**config.mk**
```make
export PLATFORM = sky130hd
export DESIGN_NAME = seven_segment_reader
export DESIGN_NICKNAME = d
export VERILOG_FILES = /design/src/rtl/seven_segment_pkg.sv /design/src/rtl/seven_segment_decode.sv /design/src/rtl/seven_segment_reader.sv
export SDC_FILE = /design/constraint.sdc
export NUM_CORES = 1
export LEC_CHECK = 0
export ABC_AREA = 1
export BUFFER_PORTS_ARGS = -buffer_cell sky130_fd_sc_hd__buf_2
export CAP_MARGIN = 20
export CORE_AREA = 2 2 70 72
export CTS_CLUSTER_DIAMETER = 80
export DETAILED_ROUTE_END_ITERATION = 12
export DIE_AREA = 0 0 72 74
export MAX_ROUTING_LAYER = met4
export PLACE_DENSITY = 0.82
export SLEW_MARGIN = 20
export SYNTH_ARGS = -nofsm -noshare
export SYNTH_HDL_FRONTEND = slang
export SYNTH_SLANG_ARGS = --single-unit
```
**constraint.sdc**
```tcl
create_clock -name clk -period 1.9 [get_ports clk]
set_input_delay 0.38 -clock clk [delete_from_list [all_inputs] [get_ports clk]]
set_output_delay 0.38 -clock clk [all_outputs]
set_load 0.05 [all_outputs]
```
**src/rtl/seven_segment_pkg.sv**
```systemverilog
// Shared seven-segment definitions for the multiplexed display driver and reader.
// Holds the segment patterns (bit0 = a ... bit6 = g, active-high), the blank
// codes, the frame payload type and the pattern-to-BCD decode function.
package seven_segment_pkg;

    localparam int unsigned SEG_W = 7;
    localparam int unsigned BCD_W = 4;
    localparam int unsigned CNT_W = 4;

    localparam logic [SEG_W-1:0] SEG_0     = 7'b0111111;
    localparam logic [SEG_W-1:0] SEG_1     = 7'b0000110;
    localparam logic [SEG_W-1:0] SEG_2     = 7'b1011011;
    localparam logic [SEG_W-1:0] SEG_3     = 7'b1001111;
    localparam logic [SEG_W-1:0] SEG_4     = 7'b1100110;
    localparam logic [SEG_W-1:0] SEG_5     = 7'b1101101;
    localparam logic [SEG_W-1:0] SEG_6     = 7'b1111100;
    localparam logic [SEG_W-1:0] SEG_7     = 7'b0000111;
    localparam logic [SEG_W-1:0] SEG_8     = 7'b1111111;
    localparam logic [SEG_W-1:0] SEG_9     = 7'b1100111;
    localparam logic [SEG_W-1:0] SEG_BLANK = 7'b0000000;

    localparam logic [BCD_W-1:0] BCD_BLANK = 4'hF;

    // One displayed two-digit value.
    typedef struct packed {
        logic [BCD_W-1:0] tens;
        logic [BCD_W-1:0] units;
    } frame_t;

    // Decode result: {illegal, bcd}.
    typedef struct packed {
        logic             illegal;
        logic [BCD_W-1:0] bcd;
    } seg_dec_t;

    // Map a segment pattern to BCD; anything not in the table is illegal.
    function automatic seg_dec_t seg_to_bcd(input logic [SEG_W-1:0] seg);
        seg_dec_t r;
        r.illegal = 1'b0;
        r.bcd     = BCD_BLANK;
        case (seg)
            SEG_0:     r.bcd = 4'd0;
            SEG_1:     r.bcd = 4'd1;
            SEG_2:     r.bcd = 4'd2;
            SEG_3:     r.bcd = 4'd3;
            SEG_4:     r.bcd = 4'd4;
            SEG_5:     r.bcd = 4'd5;
            SEG_6:     r.bcd = 4'd6;
            SEG_7:     r.bcd = 4'd7;
            SEG_8:     r.bcd = 4'd8;
            SEG_9:     r.bcd = 4'd9;
            SEG_BLANK: r.bcd = BCD_BLANK;
            default:   r.illegal = 1'b1;
        endcase
        return r;
    endfunction

endpackage

```
**src/rtl/seven_segment_decode.sv**
```systemverilog
// Combinational seven-segment pattern decoder.
// Ports:
//   seg       - segment pattern, bit0 = a ... bit6 = g
//   bcd_c     - decoded BCD digit, 4'hF for blank
//   illegal_c - high when seg is not a recognised digit or blank
module seven_segment_decode
    import seven_segment_pkg::*;
(
    input  logic [SEG_W-1:0] seg,
    output logic [BCD_W-1:0] bcd_c,
    output logic             illegal_c
);

    seg_dec_t dec;

    always_comb dec = seg_to_bcd(seg);

    assign bcd_c     = dec.bcd;
    assign illegal_c = dec.illegal;

endmodule

```
**src/rtl/seven_segment_reader.sv**
```systemverilog
// Receive side of the two-digit multiplexed seven-segment display. Pairs a
// tens-phase sample with the following units-phase sample into a frame and
// publishes the decoded frame once it has repeated STABLE_FRAMES times.
// Ports:
//   clk, reset   - clock; synchronous active-high reset
//   segments     - shared segment bus (bit0 = a ... bit6 = g)
//   digit        - digit select; TENS_PHASE marks the tens digit
//   tens, units  - published BCD digits (4'hF = blank)
//   valid        - one-cycle pulse when tens/units update
//   decode_error - one-cycle pulse for a frame with an illegal pattern
//   locked       - high while the published frame matches the live input
module seven_segment_reader
    import seven_segment_pkg::*;
#(
    parameter logic        TENS_PHASE    = 1'b0,
    parameter int unsigned STABLE_FRAMES = 2
) (
    input  logic             clk,
    input  logic             reset,
    input  logic [SEG_W-1:0] segments,
    input  logic             digit,
    output logic [BCD_W-1:0] tens,
    output logic [BCD_W-1:0] units,
    output logic             valid,
    output logic             decode_error,
    output logic             locked
);

    localparam logic [CNT_W-1:0] CNT_MAX    = '1;
    localparam logic [CNT_W-1:0] CNT_TARGET = CNT_W'(STABLE_FRAMES);

    typedef enum logic {
        ST_WAIT_TENS = 1'b0,
        ST_HAVE_TENS = 1'b1
    } state_t;

    logic [SEG_W-1:0] seg_q;
    logic             dig_q;
    logic [BCD_W-1:0] dec_bcd_c;
    logic             dec_illegal_c;

    state_t           state_q;
    state_t           state_d;
    logic             take_tens_c;
    logic             frame_done_c;

    logic [BCD_W-1:0] cand_tens_q;
    logic             cand_ill_q;
    frame_t           frame_q;
    logic             frame_ill_q;
    logic             frame_pend_q;

    frame_t           prev_frame_q;
    logic [CNT_W-1:0] count_q;

    frame_t           prev_frame_d;
    logic [CNT_W-1:0] count_d;
    logic [BCD_W-1:0] tens_d;
    logic [BCD_W-1:0] units_d;
    logic             valid_d;
    logic             decode_error_d;
    logic             locked_d;
    logic [CNT_W-1:0] new_count_c;
    logic             same_prev_c;
    logic             differs_pub_c;

    // Input capture. dig_q resets to the units phase so the first cycle after
    // reset cannot be mistaken for a tens sample.
    always_ff @(posedge clk) begin
        if (reset) begin
            seg_q <= SEG_BLANK;
            dig_q <= ~TENS_PHASE;
        end else begin
            seg_q <= segments;
            dig_q <= digit;
        end
    end

    seven_segment_decode u_decode (
        .seg       (seg_q),
        .bcd_c     (dec_bcd_c),
        .illegal_c (dec_illegal_c)
    );

    // Frame assembly state register.
    always_ff @(posedge clk) begin
        if (reset) begin
            state_q <= ST_WAIT_TENS;
        end else begin
            state_q <= state_d;
        end
    end

    // Frame assembly next state: a units sample only closes a frame after a tens sample.
    always_comb begin
        state_d      = state_q;
        take_tens_c  = 1'b0;
        frame_done_c = 1'b0;
        if (dig_q == TENS_PHASE) begin
            take_tens_c = 1'b1;
            state_d     = ST_HAVE_TENS;
        end else if (state_q == ST_HAVE_TENS) begin
            frame_done_c = 1'b1;
            state_d      = ST_WAIT_TENS;
        end
    end

    // Tens candidate (last tens sample wins) and completed-frame register.
    always_ff @(posedge clk) begin
        if (reset) begin
            cand_tens_q  <= '0;
            cand_ill_q   <= 1'b0;
            frame_q      <= '0;
            frame_ill_q  <= 1'b0;
            frame_pend_q <= 1'b0;
        end else begin
            if (take_tens_c) begin
                cand_tens_q <= dec_bcd_c;
                cand_ill_q  <= dec_illegal_c;
            end
            if (frame_done_c) begin
                frame_q     <= frame_t'{tens: cand_tens_q, units: dec_bcd_c};
                frame_ill_q <= cand_ill_q | dec_illegal_c;
            end
            frame_pend_q <= frame_done_c;
        end
    end

    // Frame evaluation: stability counting, publish and lock tracking.
    always_comb begin
        prev_frame_d   = prev_frame_q;
        count_d        = count_q;
        tens_d         = tens;
        units_d        = units;
        valid_d        = 1'b0;
        decode_error_d = 1'b0;
        locked_d       = locked;
        same_prev_c    = (frame_q == prev_frame_q);
        differs_pub_c  = (frame_q != frame_t'{tens: tens, units: units});
        if (!same_prev_c) begin
            new_count_c = CNT_W'(1);
        end else if (count_q == CNT_MAX) begin
            new_count_c = CNT_MAX;
        end else begin
            new_count_c = count_q + CNT_W'(1);
        end

        if (frame_pend_q) begin
            if (frame_ill_q) begin
                decode_error_d = 1'b1;
                count_d        = '0;
                locked_d       = 1'b0;
            end else begin
                count_d = new_count_c;
                if (!same_prev_c) begin
                    prev_frame_d = frame_q;
                end
                if (new_count_c == CNT_TARGET && (!locked || differs_pub_c)) begin
                    tens_d   = frame_q.tens;
                    units_d  = frame_q.units;
                    valid_d  = 1'b1;
                    locked_d = 1'b1;
                end else if (differs_pub_c) begin
                    locked_d = 1'b0;
                end
            end
        end
    end

    // Evaluation and output registers.
    always_ff @(posedge clk) begin
        if (reset) begin
            prev_frame_q <= '0;
            count_q      <= '0;
            tens         <= '0;
            units        <= '0;
            valid        <= 1'b0;
            decode_error <= 1'b0;
            locked       <= 1'b0;
        end else begin
            prev_frame_q <= prev_frame_d;
            count_q      <= count_d;
            tens         <= tens_d;
            units        <= units_d;
            valid        <= valid_d;
            decode_error <= decode_error_d;
            locked       <= locked_d;
        end
    end

endmodule

```
======== After elaboration in Yosys (flattened, before gate mapping) ========
Cells that the tools add are included.
operators by class
  $add $sub $neg .......................... 1
  equal/unequal tests ..................... 14
  mux-type cells .......................... 13
  bitwise logic cells ..................... 4
  reductions and logical operators ........ 11
operators by type and width
  kind                 number
  $eq 7x7->1 const B   7
  $pmux 4 s10          1
  $eq 7x3->1 const B   2
  $mux 4               3
  $reduce_or 11->1     1
  $mux 1               9
  $eq 8x8->1           1
  $ne 8x8->1           1
  $eq 7x6->1 const B   1
  $logic_not 7->1      1
  $reduce_and 3->1     2
  $add 4x1->4 const B  1
  $eq 4x2->1 const B   1
  $eq 4x4->1 const B   1
  $not 1->1            3
  $reduce_bool 3->1    1
  $reduce_or 3->1      1
  $reduce_and 2->1     1
  $reduce_or 2->1      1
  $logic_and 1x1->1    1
  $logic_not 1->1      1
  $logic_or 1x1->1     1
  $or 1x1->1           1
word-level totals
  output and inout bits ................... 11
  word-level logic and storage cells ...... 60
  flip-flop bits (word level) ............. 47
  input bits .............................. 10

======== Longest topological paths before layout ========
Gate-level depths: netlist (run 1).
  depth after elaboration ................. 7
  depth in mapped cells ................... 13
  gate-level depth less buffers ........... 13

======== Cells and area by module ========
Synthesis (run 1) repeated with hierarchy kept, for this count alone.
second synthesis, totals
  cells, all modules ...................... 344
  area total of the unflattened synthesis .. 2280.9 sq um
by module, submodules not included
  module                sequential area each (sq um)  area each (sq um)  instances  cells each
  seven_segment_reader  940.9                         1971.9             1          272
  seven_segment_decode  0.0                           309.0              1          72

======== Worst setup path before layout (run 1) ========
No wires, ideal clock.
  path type ............................... reg2reg
  start ................................... register units[2]
  end ..................................... register tens[0]
  data required time ...................... 1.836 ns
  path slack .............................. 0.289 ns
  arrival ................................. 1.547 ns
  cell stages (with the launch flop) ...... 13
  library setup time ...................... 0.064 ns
  clock period less this slack ............ 1.611 ns
  buffers on the path ..................... 0
  cell sequence ........................... dfxtp_1 inv_1 nand2_1 nand2_1 nand2_1 nor2_1 nand3_1 inv_1 nor2_4 nand3_4 nand2_1 inv_1 nor2_1
between the ends
  longest elaborated chain between the ends .. 4
ends and longest elaborated chain
  item                        RTL line                     RTL
  start, declared             seven_segment_reader.sv:23   output logic [BCD_W-1:0] units,
  start signal, assigned      seven_segment_reader.sv:184  units <= units_d;
  $ne 8x8->1                  seven_segment_reader.sv:139  differs_pub_c = (frame_q != frame_t'{tens: tens, units: units});
  $logic_or 1x1->1            seven_segment_reader.sv:158  if (new_count_c == CNT_TARGET && (!locked || differs_pub_c)) begin
  $logic_and 1x1->1           seven_segment_reader.sv:158
  $reduce_and 3->1 (no line)  --
  end signal, assigned        seven_segment_reader.sv:183  tens <= tens_d;
  end, declared               seven_segment_reader.sv:22   output logic [BCD_W-1:0] tens,
No other way between the ends.
A chain may end at the register's enable or synchronous reset.

======== Final worst setup path (run 1) ========
  start ................................... register frame_q[7] (netlist name)
  end ..................................... register units[3]
between the ends
  longest elaborated chain between the ends .. 5
  elaborated cells on any way between the ends .. 7
  those cells by class .................... eq/ne (3); mux (1); reduce/logical (3)
ends and longest elaborated chain
  item                            RTL line                     RTL
  start, declared                 seven_segment_reader.sv:49   frame_t frame_q;
  start signal, assigned          seven_segment_reader.sv:122  frame_q <= frame_t'{tens: cand_tens_q, units: dec_bcd_c};
  $eq 8x8->1                      seven_segment_reader.sv:138  same_prev_c = (frame_q == prev_frame_q);
  $mux 4                          seven_segment_reader.sv:140  if (!same_prev_c) begin
  $eq 4x2->1                      seven_segment_reader.sv:158
  $logic_and 1x1->1 (*)           seven_segment_reader.sv:158
  $reduce_and 3->1 (no line) (*)  --
Mark *: on every way between the ends. The rest lies on a longest branch, timed or not.

==> results of run 1 <==
==> cells by family (layout without fill, tap and decap cells) <==
kind of cell / Yosys count / after routing / synth area share, %
compound gates: 47 / 47 / 10.3
buf+inv: 76 / 103 / 12.1
fa+ha+maj: 1 / 1 / 0.524
flops: 47 / 47 / 39.4
simple gates: 189 / 189 / 35.8
xor+xnor: 5 / 5 / 1.84
==> metrics by stage <==
step,total power [W],std cells,setup slack [ns]
detailed placement,0.00130,438,0.183
finish,0.00191,446,0.168
global placement,0.00129,438,0.223
floorplan,0.00124,365,0.289
CTS,0.00192,446,0.157
global route,0.00199,446,0.00989
==> synthesized netlist by cell type, drive strengths merged, types with 2 or more instances <==
master / number / share of area, %
dfxtp: 47 / 39
nor4: 2 / 0.52
nand3: 22 / 5.7
a21oi: 24 / 5.0
inv: 68 / 11
nand4: 12 / 3.1
nor2: 46 / 9.0
nand2: 101 / 16
or2: 2 / 0.52
clkbuf: 6 / 0.94
o21ai: 21 / 4.6
xnor2: 5 / 1.8
nor3: 3 / 0.63
==> worst register-to-register path, delay by kind of cell (launching register included) <==
family        cells  cell delay [ns]
simple gates     10             1.16
flops             1             0.38
buf+inv           1             0.11
==> final cells by class <==
| class | instances | share of cell area [%] |
|---|---|---|
| flip-flops and latches | 47 | 35.4 |
| clock buffers | 5 | 2.58 |
| inverters | 69 | 9.72 |
| well taps | 54 | 2.54 |
| clock inverters | 3 | 0.892 |
| multi-input cells | 242 | 43.5 |
| repair buffers | 26 | 5.45 |
==> flip-flops by register name (all words and copies together), names as in the netlist <==
signal        count
frame_q           8
state_q           1
valid             1
dig_q             1
locked            1
prev_frame_q      8
cand_tens_q       4
tens              4
seg_q             7
decode_error      1
count_q           4
units             4
frame_pend_q      1
frame_ill_q       1
cand_ill_q        1
==> metal layers <==
metal | GRT usage, % | share of wire (%)
met3 | 4.20 | 3.9
met4 | 8.60 | 2.1
met2 | 35.4 | 46
met5 | - | 0
met1 | 25.1 | 47
==> power groups by stage <==
stage / clock network, W / logic, W / registers, W
2_1_floorplan: 0 / 0.000180 / 0.00106
3_3_place_gp: 0 / 0.000225 / 0.00107
3_5_place_dp: 0 / 0.000231 / 0.00107
4_1_cts: 0.000640 / 0.000232 / 0.00104
5_1_grt: 0.000679 / 0.000264 / 0.00105
6_report: 0.000628 / 0.000234 / 0.00104
==> path summary, 6_finish.rpt <==
kind	start	endpoint	slack, ns	depth (start not counted)
min reg2reg	dig_q	state_q	0.45	1
max reg2reg	frame_q[7]	units[3]	0.17	11
min	digit	dig_q	0.25	2
max	frame_q[7]	units[3]	0.17	11
==> repair_timing <==
action | in CTS | in global routing
setup endpoints to repair | 0 | 6
hold buffers | 0 | 0
resized for setup | 0 | 2
==> results.cfg, run 1 <==
[critical_path]
cpPeakStageDelay_ns = 0.38
endpoint_kind = flop
arrival_ns = 1.95
crit_required_ns = 2.11
criticalPathCategory = flop to flop
worstPathMaxFanout = 8
critical-path-top-delay-family = simple AND/OR/NAND/NOR gates
crit_chain = inv_1, nand2_1, nand2_1, nor2_2, nand2_2, nor2_8, nand3_1, nor2_4, nand4_1, nand2_1, nor2_1
path_buf_inv = 1
cpMostUsedCell = nand2_1
slowest_stage = dfxtp_1
cp-start-kind = flop

[cells_and_area]
multi_input_area_um2 = 1160
drive_above_1_share_pct = 13.8
final_common_cell = nand2_1
diodes = 0
utilization_pct = 58.0
seq_area_um2 = 942
layout_common_cells = nand2_1, inv_1, dfxtp_1, nor2_1, a21oi_1
fin_area_um2 = 2670
area_growth_syn_to_layout_pct = 11.7
layout.nets = 402
fillers = 430

[cts]
numCtsBuffers = 5
cts_max_path_buffers = 2
clock-sinks = 47
worstSkewPairLatency_ns = 0.31
cts_tree = built
cts_root_buf = clkbuf_8
htree_levels = 2
postCtsSetupRepairBufs = 0
path_clk_slew_ns = 0.10

[floorplan]
num_rows = 25
die_h_um = 74
coreArea_um2 = 4600
start_util_pct = 51.9
die_area_um2 = 5330
die_w_um = 72
pin_count = 21

[power_and_ir_drop]
ir_worst_vdd_v = 0.000452
leakagePower_nw = 1.31
p_clk_share_pct = 32.9
p_sw_w = 0.000544
p_int_w = 0.00136
p_seq_share_pct = 54.8
switching_share_pct = 28.5
share_comb_of_total_power_pct = 12.3
power.density_nw_per_um2 = 716

[synth]
yosysSeqAreaShare_pct = 39.4
synth_nets = 376
synth_flop_cell = dfxtp_1
yosys_warnings = 0
avgSynthCellArea_um2 = 6.54
synth-edff-count = 0
syn_area_um2 = 2390
synth_seq_cells = 47
synth-async-reset-ratio_pct = 0
netlist_instances = 365
synth_cell_types = 27

[sta]
slew_headroom_pct = 60.3
period_share_pct = 91.2
fmax_ghz = 0.577
tightest_slew_ns = 0.594
finClkSkew_ns = 0.0107
rsz0062_at_grt = no
hold_viol = 0
finalSetupViolations = 0
setup_tns_ns = 0
whs_ns = 0.250
min_period_ns = 1.73
drv_slew = 0

[global_route]
antenna_found_initial = 0
track_usage_pct = 21.2
overflow = 0
first_global_vias = 2047
grt_max_degree = 24
grt_pass1_wl_um = 8580

[place]
portBuffers = 20
hpwlAfterDp_um = 3710
gp_congestion = 0.892
placed_cell_area_um2 = 2570

[route]
drt-total-wl_um = 5000
antenna_left = 0
routed-via-count = 2241
drtPass1Iterations = 5
wire_per_inst_um = 11.2
drt_iter0_markers = 177
drc_errors = 0
via_per_inst = 5.02

[hold_path]
hp-class = input port to flop

[flow_run]
drv_cap = 0

[run_status]
status = finished clean
Power figures use the tool's default switching activity.
==> inputs of run 2 (changes only) <==
ABC_AREA = unset   (was 1)
CORE_AREA = 2 2 67 69   (was 2 2 70 72)
DIE_AREA = 0 0 69 71   (was 0 0 72 74)
PLACE_DENSITY = 0.84   (was 0.82)
==> run 2 against run 1 <==
Cell count decreased by 26%. First-iteration DRC count fell by 32%. Sequential cell count unchanged. Synthesized cell count is 31% lower. Clock skew fell by 0.0034 ns. Highest routed layer unchanged. Maximum frequency down 2.3%. Setup slack got worse by 0.041 ns. Register-to-register slack worse by 0.04 ns.
==> results.cfg, run 2 <==
[cts]
numCtsBuffers = 5
worstSkewPairLatency_ns = 0.30
htree_levels = 2
cts_hold_buf = 0
clock-sinks = 47
cts_max_path_buffers = 2
cts_tree = built
cts_root_buf = clkbuf_8
path_clk_slew_ns = 0.08

[critical_path]
crit_required_ns = 2.07
startpoint = frame_q[2]
r2r_slack_ns = 0.13
cp-start-kind = flop
worstPathMaxFanout = 8
reg2reg_depth = 5
reg2reg_from = frame_q[2]
endpoint_kind = flop
criticalPathCategory = flop to flop
timing.rr.end = prev_frame_q[4]
arrival_ns = 1.94

[route]
drtPass1Iterations = 4
drc_errors = 0
drt-total-wl_um = 4640
via_per_inst = 5.74
antenna_left = 0
wire_per_inst_um = 14.1
drt_iter0_markers = 121
routed-via-count = 1884

[synth]
synth_cell_types = 53
yosys_warnings = 0
synth_nets = 263
synth-edff-count = 0
synthTopCellsByCount = dfxtp_1, nand2_1, a21oi_1, nor2_1, xnor2_1
avgSynthCellArea_um2 = 8.77
synth_flop_cell = dfxtp_1
yosysSeqAreaShare_pct = 42.6
synth-async-reset-ratio_pct = 0
syn_area_um2 = 2210
synth_top_area_share_pct = 42.6
yosysMostFrequentCell = dfxtp_1
netlist_instances = 252
synth_area_leaders = dfxtp_1, nand2_1, a21oi_1, xnor2_1, nor2_1
yosysTopAreaCell = dfxtp_1
synth_seq_cells = 47

[cells_and_area]
drive_above_1_share_pct = 17.4
diodes = 0
layout_common_cells = dfxtp_1, nand2_1, a21oi_1, nor2_1, buf_2
final_common_cell = dfxtp_1
area_growth_syn_to_layout_pct = 12.5
stdcell_count = 328
fillers = 371
layout.nets = 287
top_regs = frame_q (8), prev_frame_q (8), seg_q (7)

[sta]
fmax_ghz = 0.564
period_share_pct = 93.3
min_period_ns = 1.77
finClkSkew_ns = 0.00730
hold_viol = 0
tightest_slew_ns = 0.681
setup_tns_ns = 0
slew_headroom_pct = 54.6
drv_slew = 0
finalSetupViolations = 0

[run_status]
status = finished clean

[global_route]
track_usage_pct = 20.2
busiest_layer = met2
grt_max_degree = 39
first_global_vias = 1685
antenna_found_initial = 0
overflow = 0
grtUsageMet2_pct = 32.9
grt_use_met3_pct = 5.27
grt.met1_usage_pct = 24.2
grt_pass1_wl_um = 7820

[floorplan]
pin_count = 21
start_util_pct = 52.6
die_w_um = 69
die_h_um = 71
coreArea_um2 = 4200
die_area_um2 = 4900
num_rows = 24

[power_and_ir_drop]
leakagePower_nw = 1.00
ir_worst_vdd_v = 0.000443
power.density_nw_per_um2 = 719
finalPower_w = 0.00179

[place]
placed_cells_incl_taps = 320
portBuffers = 20
hpwlAfterDp_um = 3350
gp_congestion = 0.932

[hold_path]
hold_end = dig_q
min_from = digit
hp-class = input port to flop
hold_depth = 2

[flow_run]
drv_cap = 0
run 2: worst max path at each step:
stage	end	slack, ns
after CTS	units[3]	0.05
after global routing	prev_frame_q[0]	-0.001
after global placement	units[3]	0.21
after floorplan	locked	0.17
after detailed placement	units[3]	0.06
final	prev_frame_q[4]	0.13
run 2: cell type report:
type                            count  area, um^2  share of cell area (%)
Inverter                            5        18.8                   0.755
Clock inverter                      1        5.00                   0.201
Timing Repair Buffer               28         160                    6.45
Clock buffer                        6        82.6                    3.32
Multi-Input combinational cell    189        1210                    48.8
Tap cell                           52        65.1                    2.62
Sequential cell                    47         941                    37.9
run 2: logic make-up (layout without fill, tap and decap cells):
logic type / count (synthesis) / count (layout) / synth area share (%)
AND/OR/NAND/NOR: 112 / 112 / 28.3
AO/OA/AOI/OAI: 51 / 51 / 15.2
flip-flops: 47 / 47 / 42.6
XOR/XNOR: 17 / 17 / 6.74
buffers and inverters: 16 / 40 / 2.94
multiplexers: 8 / 8 / 3.62
adder cells (fa/ha/maj): 1 / 1 / 0.566
run 2: power breakdown:
group / switching (W) / internal [W]
Sequential: 0.0000332 / 0.00101
Clock: 0.000320 / 0.000286
Combinational: 0.0000763 / 0.0000625
run 2: what timing repair did:
| action | CTS | global route |
|---|---|---|
| gates resized for setup | 0 | 4 |
| buffers inserted | 0 | 1 |
| endpoints found under the setup margin | 0 | 10 |
run 2: stage by stage:
stage | util [%] | hold slack, ns | worst slack (ns) | instance area (um^2)
3_5_place_dp | 56.6 | 0.446 | 0.0589 | 2380
4_1_cts | 58.7 | 0.260 | 0.0473 | 2470
5_1_grt | 59.1 | 0.253 | -0.00107 | 2480
3_3_place_gp | 56.6 | 0.436 | 0.211 | 2380
6_report | 59.1 | 0.263 | 0.127 | 2480
2_1_floorplan | - | 0.432 | 0.172 | 2210
run 2: layer usage:
layer  part of all wire (%)  routed length, um  up-vias
li1                       -                  -      945
met1                     43               1990      878
met2                     50               2320       45
met3                    4.5                210       16
met4                    2.5                116        0
met5                      0                  0        -
run 2: critical path, stage by stage, from the launching register on:
cell and delay [ns]:
dfxtp_1 0.45, xnor2_1 0.19, nand4_2 0.25, o21ai_4 0.43, mux2i_1 0.26, nor2_1 0.05
==> inputs of run 3 (changes only) <==
clock period = 1.73 ns   (was 1.9 ns; I/O delays follow)
==> run 3 against run 2 <==
Die area stayed put. Largest power group unchanged. Cell area grew 6.6%. Critical path type unchanged. Via count is 2.7% higher.
==> results.cfg, run 3 (synthesized netlist as in run 2, its figures left out) <==
[floorplan]
die_h_um = 71
die_area_um2 = 4900
pin_count = 21
coreArea_um2 = 4200
die_w_um = 69
start_util_pct = 52.6
num_rows = 24

[cts]
cts_hold_buf = 0
numCtsBuffers = 5
cts_root_buf = clkbuf_8
clock-sinks = 47
path_clk_slew_ns = 0.09
cts_tree = built
cts_max_path_buffers = 2
worstSkewPairLatency_ns = 0.31
htree_levels = 2

[route]
antenna_left = 0
drc_errors = 0
drt-total-wl_um = 4930
via_per_inst = 5.74
drt_iter0_markers = 106
wire_per_inst_um = 14.6
routed-via-count = 1935
drtPass1Iterations = 4

[sta]
hold_viol = 0
finalSetupViolations = 0
min_period_ns = 1.63
finClkSkew_ns = 0.00849
drv_slew = 0
period_share_pct = 94.2
tightest_slew_ns = 0.663
fmax_ghz = 0.613
setup_ws_ns = 0.100
slew_headroom_pct = 55.8

[cells_and_area]
area_growth_syn_to_layout_pct = 19.9
layout_common_cells = dfxtp_1, nand2_1, a21oi_1, nor2_1, buf_2
fillers = 353
layout.nets = 295
diodes = 0
top_regs = frame_q (8), prev_frame_q (8), seg_q (7)
final_common_cell = dfxtp_1
drive_above_1_share_pct = 24.6

[critical_path]
reg2reg_from = frame_q[2]
criticalPathCategory = flop to flop
arrival_ns = 1.87
cp-start-kind = flop
endpoint_kind = flop
worstPathMaxFanout = 5
slowest_stage = or4_1
crit_required_ns = 1.97
crit_chain = xnor2_1, nand4_2, or4_1, nor3_2
startpoint = frame_q[2]
cpPeakStageDelay_ns = 0.60

[run_status]
status = finished clean

[place]
pre_cts_slack_ns = -0.0174
gp_congestion = 0.884
hpwlAfterDp_um = 3480
portBuffers = 20

[hold_path]
min_from = digit
hp-class = input port to flop

[flow_run]
drv_cap = 0

[global_route]
grt_max_degree = 36
overflow = 0
antenna_found_initial = 0
first_global_vias = 1881
grt_pass1_wl_um = 8430
track_usage_pct = 22.1

[power_and_ir_drop]
leakagePower_nw = 1.06
p_sw_w = 0.000483
finalPower_w = 0.00204
ir_worst_vdd_v = 0.000604
share_comb_of_total_power_pct = 8.6
p_clk_share_pct = 35.3
switching_share_pct = 23.7
p_int_w = 0.00156
power.density_nw_per_um2 = 771
p_seq_share_pct = 56.1
run 3: changes by cell type in the layout (fill, tap and decap cells not counted), sizes merged:
cell and change:
buf +8, clkbuf +2, clkinv -1
run 3: final timing paths:
check | to | slack, ns | depth (start not counted)
worst max-delay path | valid | 0.1 | 4
worst min-delay path | dig_q | 0.23 | 2
worst max register to register | valid | 0.1 | 4
worst min register to register | frame_q[5] | 0.44 | 2
run 3: critical path: cells and delay by family, from the launching register on:
kind | cells | cell delay, ns
and+or+nand+nor | 3 | 0.96
DFF | 1 | 0.36
xor gates and xnor gates | 1 | 0.24
run 3: through the flow:
| stage | setup TNS, ns | cells | hold WS, ns | area, um^2 | util [%] |
|---|---|---|---|---|---|
| 4_1_cts | 0 | 335 | 0.220 | 2570 | 61.0 |
| 6_report | 0 | 337 | 0.226 | 2650 | 63.0 |
| 3_3_place_gp | 0 | 326 | 0.437 | 2450 | 58.3 |
| 5_1_grt | -0.187 | 337 | 0.220 | 2650 | 63.0 |
| 2_1_floorplan | 0 | 252 | 0.432 | 2210 | - |
| 3_5_place_dp | -0.0528 | 326 | 0.447 | 2450 | 58.3 |
run 3: power by group through the flow:
stage / Combinational (W) / Clock (W) / Sequential (W)
2_1_floorplan: 0.000118 / 0 / 0.00116
3_3_place_gp: 0.000159 / 0 / 0.00117
3_5_place_dp: 0.000163 / 0 / 0.00117
4_1_cts: 0.000166 / 0.000733 / 0.00114
5_1_grt: 0.000193 / 0.000771 / 0.00115
6_report: 0.000176 / 0.000720 / 0.00115
run 3: layout make-up:
class / count / area (um^2) / area share [%]
well taps: 52 / 65.1 / 2.46
clock buffers: 8 / 100 / 3.78
multi-input cells: 189 / 1270 / 47.9
repair buffers: 36 / 245 / 9.26
inverters: 5 / 18.8 / 0.709
flip-flops and latches: 47 / 950 / 35.9
run 3: routing by layer:
layer | vias to the layer above | wire [um] | track usage (%)
met5 | - | 0 | -
met4 | 0 | 135 | 10.0
met3 | 14 | 230 | 5.98
met2 | 60 | 2500 | 37.0
met1 | 902 | 2070 | 24.7
li1 | 959 | - | -
run 3: timing repair:
item,4_1_cts,5_1_grt
pin swaps,1,6
resized for setup,2,18
cloned,0,0
endpoints found under the setup margin,9,22
endpoints found under the hold margin,0,0
buffers inserted,1,2
